===== src/rtl/input_sequencer_if.sv =====
// ----------------------------------------------------------------------------
// input_sequencer_if
// Purpose : groups the streaming handshake of input_sequencer.
//   in_valid / in_data        : decoded word strobe from the TAP word decoder
//   out_ready                 : downstream accepts the current head word
//   out_valid/out_data/out_last : FIFO head presented to downstream
// Modports:
//   master : the environment (drives words in, drives out_ready)
//   slave  : the sequencer (receives words, presents FIFO head)
// ----------------------------------------------------------------------------
interface input_sequencer_if #(
    parameter int DATA_WIDTH = 16
);
    logic                  in_valid;
    logic [DATA_WIDTH-1:0] in_data;
    logic                  out_ready;
    logic                  out_valid;
    logic [DATA_WIDTH-1:0] out_data;
    logic                  out_last;

    modport master (
        output in_valid, in_data, out_ready,
        input  out_valid, out_data, out_last
    );

    modport slave (
        input  in_valid, in_data, out_ready,
        output out_valid, out_data, out_last
    );
endinterface


===== src/rtl/input_sequencer.sv =====
// ----------------------------------------------------------------------------
// input_sequencer
// Purpose : collects decoded words into a one-entry pending register followed
//           by a {last, data} FIFO. The word preceding the end marker is
//           tagged last; the marker itself is never stored.
// Ports:
//   tck              : clock, all updates on rising edge
//   rst_n            : asynchronous active-low reset
//   test_logic_reset : synchronous active-high clear, same effect as reset
//   bus (slave)      : in_valid/in_data in, out_ready in, out_valid/out_data/
//                      out_last out (FIFO head)
//   busy             : state is RUN or DRAIN
//   done             : state is DONE
//   overflow         : sticky, a push was dropped on a full FIFO
//   word_count       : accepted pushes, saturating
// ----------------------------------------------------------------------------
module input_sequencer #(
    parameter int                    DATA_WIDTH  = 16,
    parameter int                    FIFO_DEPTH  = 4,
    parameter logic [DATA_WIDTH-1:0] END_MARKER  = '1,
    parameter int                    COUNT_WIDTH = 16
) (
    input  logic                   tck,
    input  logic                   rst_n,
    input  logic                   test_logic_reset,
    input_sequencer_if.slave       bus,
    output logic                   busy,
    output logic                   done,
    output logic                   overflow,
    output logic [COUNT_WIDTH-1:0] word_count
);
    localparam int AW = $clog2(FIFO_DEPTH);

    localparam logic [1:0] ST_IDLE  = 2'd0;
    localparam logic [1:0] ST_RUN   = 2'd1;
    localparam logic [1:0] ST_DRAIN = 2'd2;
    localparam logic [1:0] ST_DONE  = 2'd3;

    localparam logic [AW:0]          ONE_ENTRY = {{AW{1'b0}}, 1'b1};
    localparam logic [COUNT_WIDTH-1:0] CNT_MAX = '1;

    logic [1:0]            r_state;
    logic [1:0]            w_state_nxt;
    logic [DATA_WIDTH-1:0] r_pend_data;
    logic                  r_pend_vld;
    logic [DATA_WIDTH:0]   r_mem [FIFO_DEPTH];
    logic [AW:0]           r_wr_ptr;
    logic [AW:0]           r_rd_ptr;
    logic                  r_overflow;
    logic [COUNT_WIDTH-1:0] r_word_count;

    logic        w_empty;
    logic        w_full;
    logic [AW:0] w_count;
    logic        w_pop;
    logic        w_is_marker;
    logic        w_push_req;
    logic        w_push_last;
    logic        w_push_ok;
    logic        w_drop;
    logic        w_load_pend;
    logic        w_clear_pend;

    // Full when the pointers share an index but differ in the wrap bit.
    assign w_empty = (r_wr_ptr == r_rd_ptr);
    assign w_full  = (r_wr_ptr[AW] != r_rd_ptr[AW]) &&
                     (r_wr_ptr[AW-1:0] == r_rd_ptr[AW-1:0]);
    assign w_count = r_wr_ptr - r_rd_ptr;
    assign w_pop   = !w_empty && bus.out_ready;
    assign w_is_marker = (bus.in_data == END_MARKER);

    // A same-cycle pop frees a slot, so a push against a full FIFO still fits.
    assign w_push_ok = w_push_req && (!w_full || w_pop);
    assign w_drop    = w_push_req && w_full && !w_pop;

    assign bus.out_valid = !w_empty;
    assign bus.out_data  = r_mem[r_rd_ptr[AW-1:0]][DATA_WIDTH-1:0];
    assign bus.out_last  = r_mem[r_rd_ptr[AW-1:0]][DATA_WIDTH];

    assign busy       = (r_state == ST_RUN) || (r_state == ST_DRAIN);
    assign done       = (r_state == ST_DONE);
    assign overflow   = r_overflow;
    assign word_count = r_word_count;

    // Next-state, push and pending-register control decode.
    always_comb begin
        w_state_nxt  = r_state;
        w_push_req   = 1'b0;
        w_push_last  = 1'b0;
        w_load_pend  = 1'b0;
        w_clear_pend = 1'b0;
        case (r_state)
            ST_IDLE: begin
                if (bus.in_valid) begin
                    if (w_is_marker) begin
                        w_state_nxt = ST_DONE;
                    end else begin
                        w_load_pend = 1'b1;
                        w_state_nxt = ST_RUN;
                    end
                end else begin
                    w_state_nxt = ST_IDLE;
                end
            end
            ST_RUN: begin
                if (bus.in_valid) begin
                    w_push_req = r_pend_vld;
                    if (w_is_marker) begin
                        w_push_last  = 1'b1;
                        w_clear_pend = 1'b1;
                        w_state_nxt  = ST_DRAIN;
                    end else begin
                        w_load_pend = 1'b1;
                    end
                end else begin
                    w_state_nxt = ST_RUN;
                end
            end
            ST_DRAIN: begin
                // An already-empty FIFO (last word dropped and drained) also ends DRAIN.
                if (w_empty || (w_pop && (w_count == ONE_ENTRY))) begin
                    w_state_nxt = ST_DONE;
                end else begin
                    w_state_nxt = ST_DRAIN;
                end
            end
            ST_DONE: begin
                w_state_nxt = ST_DONE;
            end
            default: begin
                w_state_nxt = ST_IDLE;
            end
        endcase
    end

    // Control state, pending register, pointers and status counters.
    always_ff @(posedge tck or negedge rst_n) begin
        if (!rst_n) begin
            r_state      <= ST_IDLE;
            r_pend_data  <= {DATA_WIDTH{1'b0}};
            r_pend_vld   <= 1'b0;
            r_wr_ptr     <= {(AW+1){1'b0}};
            r_rd_ptr     <= {(AW+1){1'b0}};
            r_overflow   <= 1'b0;
            r_word_count <= {COUNT_WIDTH{1'b0}};
        end else if (test_logic_reset) begin
            r_state      <= ST_IDLE;
            r_pend_data  <= {DATA_WIDTH{1'b0}};
            r_pend_vld   <= 1'b0;
            r_wr_ptr     <= {(AW+1){1'b0}};
            r_rd_ptr     <= {(AW+1){1'b0}};
            r_overflow   <= 1'b0;
            r_word_count <= {COUNT_WIDTH{1'b0}};
        end else begin
            r_state <= w_state_nxt;
            if (w_load_pend) begin
                r_pend_data <= bus.in_data;
                r_pend_vld  <= 1'b1;
            end else if (w_clear_pend) begin
                r_pend_vld  <= 1'b0;
            end
            if (w_push_ok) begin
                r_wr_ptr <= r_wr_ptr + ONE_ENTRY;
                if (r_word_count != CNT_MAX) begin
                    r_word_count <= r_word_count + {{(COUNT_WIDTH-1){1'b0}}, 1'b1};
                end
            end
            if (w_pop) begin
                r_rd_ptr <= r_rd_ptr + ONE_ENTRY;
            end
            if (w_drop) begin
                r_overflow <= 1'b1;
            end
        end
    end

    // FIFO storage; contents are don't-care until written.
    always_ff @(posedge tck) begin
        if (w_push_ok && !test_logic_reset) begin
            r_mem[r_wr_ptr[AW-1:0]] <= {w_push_last, r_pend_data};
        end
    end
endmodule


===== src/flat_wrapper.sv =====
// flat-port wrapper written by rule: the top's interface ports become plain ports
module input_sequencer_flat 
#(
    parameter int                    DATA_WIDTH  = 16,
    parameter int                    FIFO_DEPTH  = 4,
    parameter logic [DATA_WIDTH-1:0] END_MARKER  = '1,
    parameter int                    COUNT_WIDTH = 16
)
  (tck, rst_n, test_logic_reset, busy, done, overflow, word_count, bus_in_valid, bus_in_data, bus_out_ready, bus_out_valid, bus_out_data, bus_out_last);
  input_sequencer_if #(.DATA_WIDTH(DATA_WIDTH)) bus_i ();
  input  logic tck;
  input  logic rst_n;
  input  logic test_logic_reset;
  output logic busy;
  output logic done;
  output logic overflow;
  output logic [COUNT_WIDTH-1:0] word_count;
  input wire logic [$bits(bus_i.in_valid)-1:0] bus_in_valid;
  input wire logic [$bits(bus_i.in_data)-1:0] bus_in_data;
  input wire logic [$bits(bus_i.out_ready)-1:0] bus_out_ready;
  output wire logic [$bits(bus_i.out_valid)-1:0] bus_out_valid;
  output wire logic [$bits(bus_i.out_data)-1:0] bus_out_data;
  output wire logic [$bits(bus_i.out_last)-1:0] bus_out_last;
  assign bus_i.in_valid = bus_in_valid;
  assign bus_i.in_data = bus_in_data;
  assign bus_i.out_ready = bus_out_ready;
  assign bus_out_valid = bus_i.out_valid;
  assign bus_out_data = bus_i.out_data;
  assign bus_out_last = bus_i.out_last;
  input_sequencer #(.DATA_WIDTH(DATA_WIDTH), .FIFO_DEPTH(FIFO_DEPTH), .END_MARKER(END_MARKER), .COUNT_WIDTH(COUNT_WIDTH)) u_core (.tck(tck), .rst_n(rst_n), .test_logic_reset(test_logic_reset), .bus(bus_i), .busy(busy), .done(done), .overflow(overflow), .word_count(word_count));
endmodule

===== config.mk =====
export PLATFORM = sky130hd
export DESIGN_NAME = input_sequencer_flat
export DESIGN_NICKNAME = d
export VERILOG_FILES = /design/src/rtl/input_sequencer_if.sv /design/src/rtl/input_sequencer.sv /design/src/flat_wrapper.sv
export SDC_FILE = /design/constraint.sdc
export NUM_CORES = 1
export LEC_CHECK = 0
export CAP_MARGIN = 5
export CORE_UTILIZATION = 45
export DETAILED_ROUTE_END_ITERATION = 10
export PLACE_DENSITY = 0.74
export SYNTH_ARGS = -nofsm -noshare
export SYNTH_HDL_FRONTEND = slang
export SYNTH_SLANG_ARGS = --single-unit

===== constraint.sdc =====
create_clock -name tck -period 6.8 [get_ports tck]
set_input_delay 0.68 -clock tck [delete_from_list [all_inputs] [get_ports tck]]
set_output_delay 0.68 -clock tck [all_outputs]
set_load 0.05 [all_outputs]

==> summary.txt, run 1 <==
Run status
  • Outcome: complete, no violations

Cells and area
  • Layout cells sized above 1: 0.181
  • ANT cells: 0
  • Area grow syn2layout: 17.9%
  • Post-route insts no fill: 523
  • Final #Nets: 416

Worst setup path
  • Max incr delay on CP: 960 ps
  • CP endpoint kind: output pin
  • Reg2Reg Setup Slack: 3630 ps
  • CP top delay family: flip-flops
  • Cells on worst reg2reg path: 7
  • Critical path class: reg -> out
  • Bufs and invs on worst path: 2
  • CP Data Arrival Time: 2700 ps
  • Total stage count of the critical path: 4
  • R2R Path Start: u_core.r_rd_ptr[1]
  • Crit path launch type: flip-flop
  • Worst-path cell chain: inv_1 -> ha_1 -> nand3_1 -> clkdlybuf4s50_1
  • Worst reg2reg endpoint: u_core.r_mem[0][12]
  • CP max stage cell: dfrtp_1
  • Crit-path max FO: 21
  • Critical Path RT: 6120 ps

Synthesis
  • Top-count cell post-synth: edfxtp_1
  • Top post-synthesis cells by area: edfxtp_1, dfrtp_1, mux4_2
  • Register area share after synthesis: 0.633
  • Synth top area share: 0.418
  • Yosys warnings: 0
  • Post-synth ARST share: 0.382
  • Mapped Area: 4880 sq um
  • Synth cell types: 44
  • Post-synth top cells: edfxtp_1, dfrtp_1, nor2_1, mux4_2, a22o_2
  • #FFs+latches synth: 110
  • Gate Count Post-Synth: 327
  • Main synth FF type: edfxtp_1
  • Post-synth top area cell: edfxtp_1
  • Post-synth EDFFs: 68
  • Syn Area/Cell: 14.9 sq um
  • Syn Nets: 361

Clock network
  • Max Buffers Root-to-Sink: 2
  • Clock Latency Late Sink: 370 ps
  • Clock root buffer: clkbuf_8
  • Clock sinks: 110
  • CTS tree: built
  • CTS Buf Count: 9
  • CTS H-Tree Depth: 3
  • Post-CTS Hold Fix Bufs: 0
  • Post-CTS setup buffer count: 0
  • Resize count post-CTS: 0
  • Worst-path clk slew: 110 ps

Die
  • Die X-Extent: 106 um
  • Die Y: 106 um
  • Die ar.: 11,300 sq um
  • IO Count: 58
  • Row count: 37
  • Starting Density: 0.469
  • Core area: 10,400 sq um

Placement
  • DP Wirelength: 6.39 mm
  • GP Congestion: 0.836
  • Buffers on Ports: 57
  • Setup WS pre-CTS: 3560 ps
  • Cells after DPL: 507

Power and ir drop
  • Static leakage: 2.11 nW
  • Final Power: 0.00133 W
  • Worst vdd ir: 0.000135 V
  • Power Density: 231 nW/um^2

Global route
  • Largest net degree at the start of global routing: 45
  • Initial antenna violation count: 0
  • GRT Util Overall: 0.182
  • Number of global-route vias before repair: 3,012
  • Total grt overflow: 0
  • First-pass GRT wire length: 15.6 mm

Timing
  • Max Fclk: 0.296 GHz
  • RSZ-0062 raised after global routing: false
  • Relative slew slack: 0.343
  • Final Skew: 14.5 ps
  • Max Slew Vio Count: 0
  • Tightest Pin Transition: 985 ps
  • Slack of the critical path: 3420 ps
  • Fin. Hold Viols: 0
  • Final setup violation count: 0
  • Crit path time final: 3380 ps
  • Hold slack: 465 ps
  • Final TNS setup: 0 ps
  • Period utilisation layout: 0.497

Routing
  • DRT iter0 DRCs: 156
  • Drt drc: 0
  • Post-Route WL: 9.58 mm
  • Antenna viol nets, final: 0
  • Vias/cell: 5.65
  • WL per Instance: 18.3 um
  • DR vias: 2,954
  • Pre-antenna DRT Iters: 4

Flow run
  • Max Cap Viol: 0

Worst hold path
  • Worst Hold Class: in -> async
logic make-up (layout without fill, tap and decap cells):
kind of cell	after synthesis	in the layout	share of synthesized area
compound gates	47	47	0.0774
flops	110	110	0.633
simple gates	92	92	0.101
xor+xnor	7	7	0.0172
fa+ha+maj	13	13	0.0348
buf+inv	26	86	0.0241
mux	32	32	0.112
layout make-up:
| cell class | count | area (sq um) |
|---|---|---|
| clock buffers | 10 | 128 |
| clock inverters | 6 | 62.6 |
| flip-flops and latches | 110 | 3090 |
| inverters | 9 | 33.8 |
| well taps | 136 | 170 |
| fillers | 851 | 4660 |
| repair buffers | 61 | 596 |
| multi-input cells | 191 | 1670 |
routing by layer:
| metal | vias to the layer above | GRT usage | routed length [um] |
|---|---|---|---|
| li1 | 1360 | - | - |
| met1 | 1487 | 0.231 | 3980 |
| met2 | 99 | 0.314 | 4970 |
| met3 | 8 | 0.0448 | 556 |
| met4 | 0 | 0.0446 | 78 |
| met5 | - | 0 | 0 |
layout by cell type (no fill, tap or decap), types with 10 or more instances in the layout:
master / count
nor2_1: 25
a211oi_1: 10
mux2_2: 12
ha_1: 12
nand3_1: 11
a22o_2: 16
dfrtp_1: 42
nor2b_1: 13
mux4_2: 17
clkdlybuf4s50_1: 56
edfxtp_1: 68
flip-flops by register name, summed over array words and instances, names as in the netlist:
name	count
u_core.overflow	1
u_core.r_pend_vld	1
u_core.word_count	16
u_core.r_mem	68
u_core.r_rd_ptr	3
u_core.r_wr_ptr	3
u_core.r_state	2
u_core.r_pend_data	16
where the power goes:
part           switching (W)  internal, W  total, W
Clock               0.000234     0.000144  0.000378
Combinational       0.000114    0.0000753  0.000189
Sequential         0.0000229     0.000740  0.000763
Total               0.000371     0.000960   0.00133
metrics by stage:
step / util / area, sq um
floorplan: - / 4880
global placement: 0.534 / 5570
detailed placement: 0.534 / 5570
CTS: 0.553 / 5760
global route: 0.553 / 5760
finish: 0.553 / 5760
worst max-delay path by stage:
| stage | from | to | slack (ps) |
|---|---|---|---|
| after floorplan | u_core.r_rd_ptr[1] | u_core.r_mem[3][0] | 3980 |
| after global placement | u_core.r_rd_ptr[1] | u_core.r_mem[0][8] | 3680 |
| after detailed placement | u_core.r_rd_ptr[1] | u_core.r_mem[3][14] | 3560 |
| after CTS | u_core.r_rd_ptr[1] | bus_out_valid | 3350 |
| after global routing | u_core.r_rd_ptr[1] | bus_out_valid | 3250 |
| final | u_core.r_rd_ptr[1] | bus_out_valid | 3420 |
Note: power is estimated with default switching activity, not from simulation.
==> inputs of run 2 (changes only) <==
--- a/config.mk
+++ b/config.mk
@@ -8,7 +8,7 @@
 export CAP_MARGIN = 5
 export CORE_UTILIZATION = 45
 export DETAILED_ROUTE_END_ITERATION = 10
-export PLACE_DENSITY = 0.74
+export PLACE_DENSITY = 0.76
 export SYNTH_ARGS = -nofsm -noshare
 export SYNTH_HDL_FRONTEND = slang
 export SYNTH_SLANG_ARGS = --single-unit
==> constraint.sdc (replaced) <==
create_clock -name tck -period 2.9 [get_ports tck]
set_input_delay 0.29 -clock tck [delete_from_list [all_inputs] [get_ports tck]]
set_output_delay 0.29 -clock tck [all_outputs]
set_load 0.05 [all_outputs]
==> run 2 against run 1 <==
Compared with the run above: total power up 140%; worst hold slack worse by 390 ps; critical path depth down 1; first-iteration DRC count up 11%; final area up 0.70%; critical path type unchanged; global-route usage down 0.51 points; register-to-register slack worse by 3000 ps; worst setup slack worse by 3300 ps; sequential share of layout area down 0.37 points; largest power group unchanged; final cell count up 1.3%; clock-buffer cell count unchanged; via count down 1.5%.
==> summary.txt, run 2 (synthesis gave the netlist of run 1 again) <==
Cells and area
  • Final #Nets: 423
  • Area grow syn2layout: 18.7%
  • Filler instances: 855
  • Number of flip-flops in the largest register: 68
  • Most frequent cells in the layout: edfxtp_1, clkdlybuf4s50_1, dfrtp_1
  • Commonest non-fill, non-tap cell in the layout: edfxtp_1
  • Area of the multi-input gates: 1670 sq um
  • Layout cells sized above 1: 0.234
  • Reg area: 3090 sq um
  • Post-route insts no fill: 530
  • ANT cells: 0

Routing
  • Pre-antenna DRT Iters: 4
  • Vias/cell: 5.49
  • Uppermost layer routed: met4
  • WL per Instance: 17.8 um
  • Wire length on met2: 4.53 mm
  • DRT met1 WL: 4.13 mm
  • Antenna viol nets, final: 0
  • Drt drc: 0
  • Metal3 WL: 579 um
  • DR vias: 2,911
  • Post-Route WL: 9.46 mm
  • DRT iter0 DRCs: 173

Timing
  • Final setup violation count: 0
  • Crit path time final: 2740 ps
  • Tightest Pin Transition: 975 ps
  • Relative slew slack: 0.350
  • Max Fclk: 0.366 GHz
  • Period utilisation layout: 0.943
  • Fin. Hold Viols: 0
  • Max Slew Vio Count: 0
  • Final Skew: 14.4 ps
  • Final TNS setup: 0 ps
  • RSZ-0062 raised after global routing: false

Clock network
  • Resize count post-CTS: 0
  • CTS tree: built
  • Clock sinks: 110
  • Worst-path clk slew: 110 ps
  • Post-CTS setup buffer count: 0
  • Max Buffers Root-to-Sink: 2
  • CTS Buf Count: 9
  • CTS H-Tree Depth: 3
  • Clock root buffer: clkbuf_8
  • Clock Latency Late Sink: 360 ps
  • Post-CTS Hold Fix Bufs: 0

Power and ir drop
  • Static leakage: 2.17 nW
  • Power Density: 542 nW/um^2
  • Final Power: 0.00314 W
  • Worst vdd ir: 0.000300 V

Placement
  • Buffers on Ports: 57
  • GP Congestion: 0.835
  • Cells after DPL: 514
  • DP Wirelength: 6.29 mm

Worst setup path
  • CP Capture Point: bus_out_data[0]
  • Worst reg2reg endpoint: u_core.r_mem[2][10]
  • Crit path launch type: flip-flop
  • Crit-path max FO: 11
  • CP max stage cell: clkdlybuf4s50_1
  • Worst-path cell chain: buf_4 -> mux4_2 -> clkdlybuf4s50_1
  • Reg2Reg Setup Slack: 660 ps
  • Critical path class: reg -> out
  • Total stage count of the critical path: 3
  • R2R Path Start: u_core.r_rd_ptr[0]
  • Max incr delay on CP: 710 ps
  • Cells on worst reg2reg path: 7
  • CP top delay family: buffers and inverters
  • Critical Path RT: 2610 ps
  • CP Data Arrival Time: 2450 ps
  • CP startpoint: u_core.r_rd_ptr[0]
  • CP endpoint kind: output pin
  • Bufs and invs on worst path: 2

Flow run
  • Max Cap Viol: 0

Die
  • IO Count: 58
  • Die Y: 106 um
  • Die X-Extent: 106 um
  • Starting Density: 0.469
  • Die ar.: 11,300 sq um
  • Row count: 37
  • Core area: 10,400 sq um

Global route
  • Initial antenna violation count: 0
  • GRT Util Overall: 0.177
  • Number of global-route vias before repair: 2,888
  • First-pass GRT wire length: 15.2 mm
  • Total grt overflow: 0
  • Largest net degree at the start of global routing: 45

Run status
  • Outcome: complete, no violations

Worst hold path
  • Worst Hold Class: in -> async
run 2: cell type report:
| class | count | area share |
|---|---|---|
| clock buffers | 10 | 0.0237 |
| inverters | 9 | 0.00583 |
| flip-flops and latches | 110 | 0.534 |
| clock inverters | 6 | 0.0108 |
| multi-input cells | 191 | 0.289 |
| repair buffers | 68 | 0.108 |
| well taps | 136 | 0.0294 |
run 2: power by group:
| group | total [W] | switching (W) | internal, W |
|---|---|---|---|
| Clock | 0.000907 | 0.000548 | 0.000359 |
| Combinational | 0.000442 | 0.000266 | 0.000175 |
| Sequential | 0.00179 | 0.0000554 | 0.00174 |
| Total | 0.00314 | 0.000869 | 0.00227 |
run 2: how the worst min path moves through the flow:
stage,startpoint,to,slack (ps),depth (start not counted)
5_1_grt,rst_n,u_core.r_pend_data[12],140,1
2_1_floorplan,rst_n,u_core.overflow,-6,0
3_3_place_gp,u_core.overflow,u_core.overflow,490,2
6_report,rst_n,u_core.word_count[1],80,1
3_5_place_dp,u_core.overflow,u_core.overflow,490,2
4_1_cts,rst_n,u_core.word_count[1],100,1
run 2: through the flow:
step                      hold slack, ps  utilization  instance area, sq um  setup slack, ps
after global routing                 143        0.557                  5800             40.3
final                               76.4        0.557                  5800              164
after CTS                            102        0.557                  5800              127
after detailed placement             494        0.537                  5600              538
after global placement               487        0.537                  5600              570
after floorplan                    -5.59            -                  4880             77.4
run 2: per-layer routing:
layer  track usage  up-vias
li1              -     1375
met1         0.236     1422
met2         0.284       97
met3        0.0362       17
met4        0.0714        0
met5             0        -
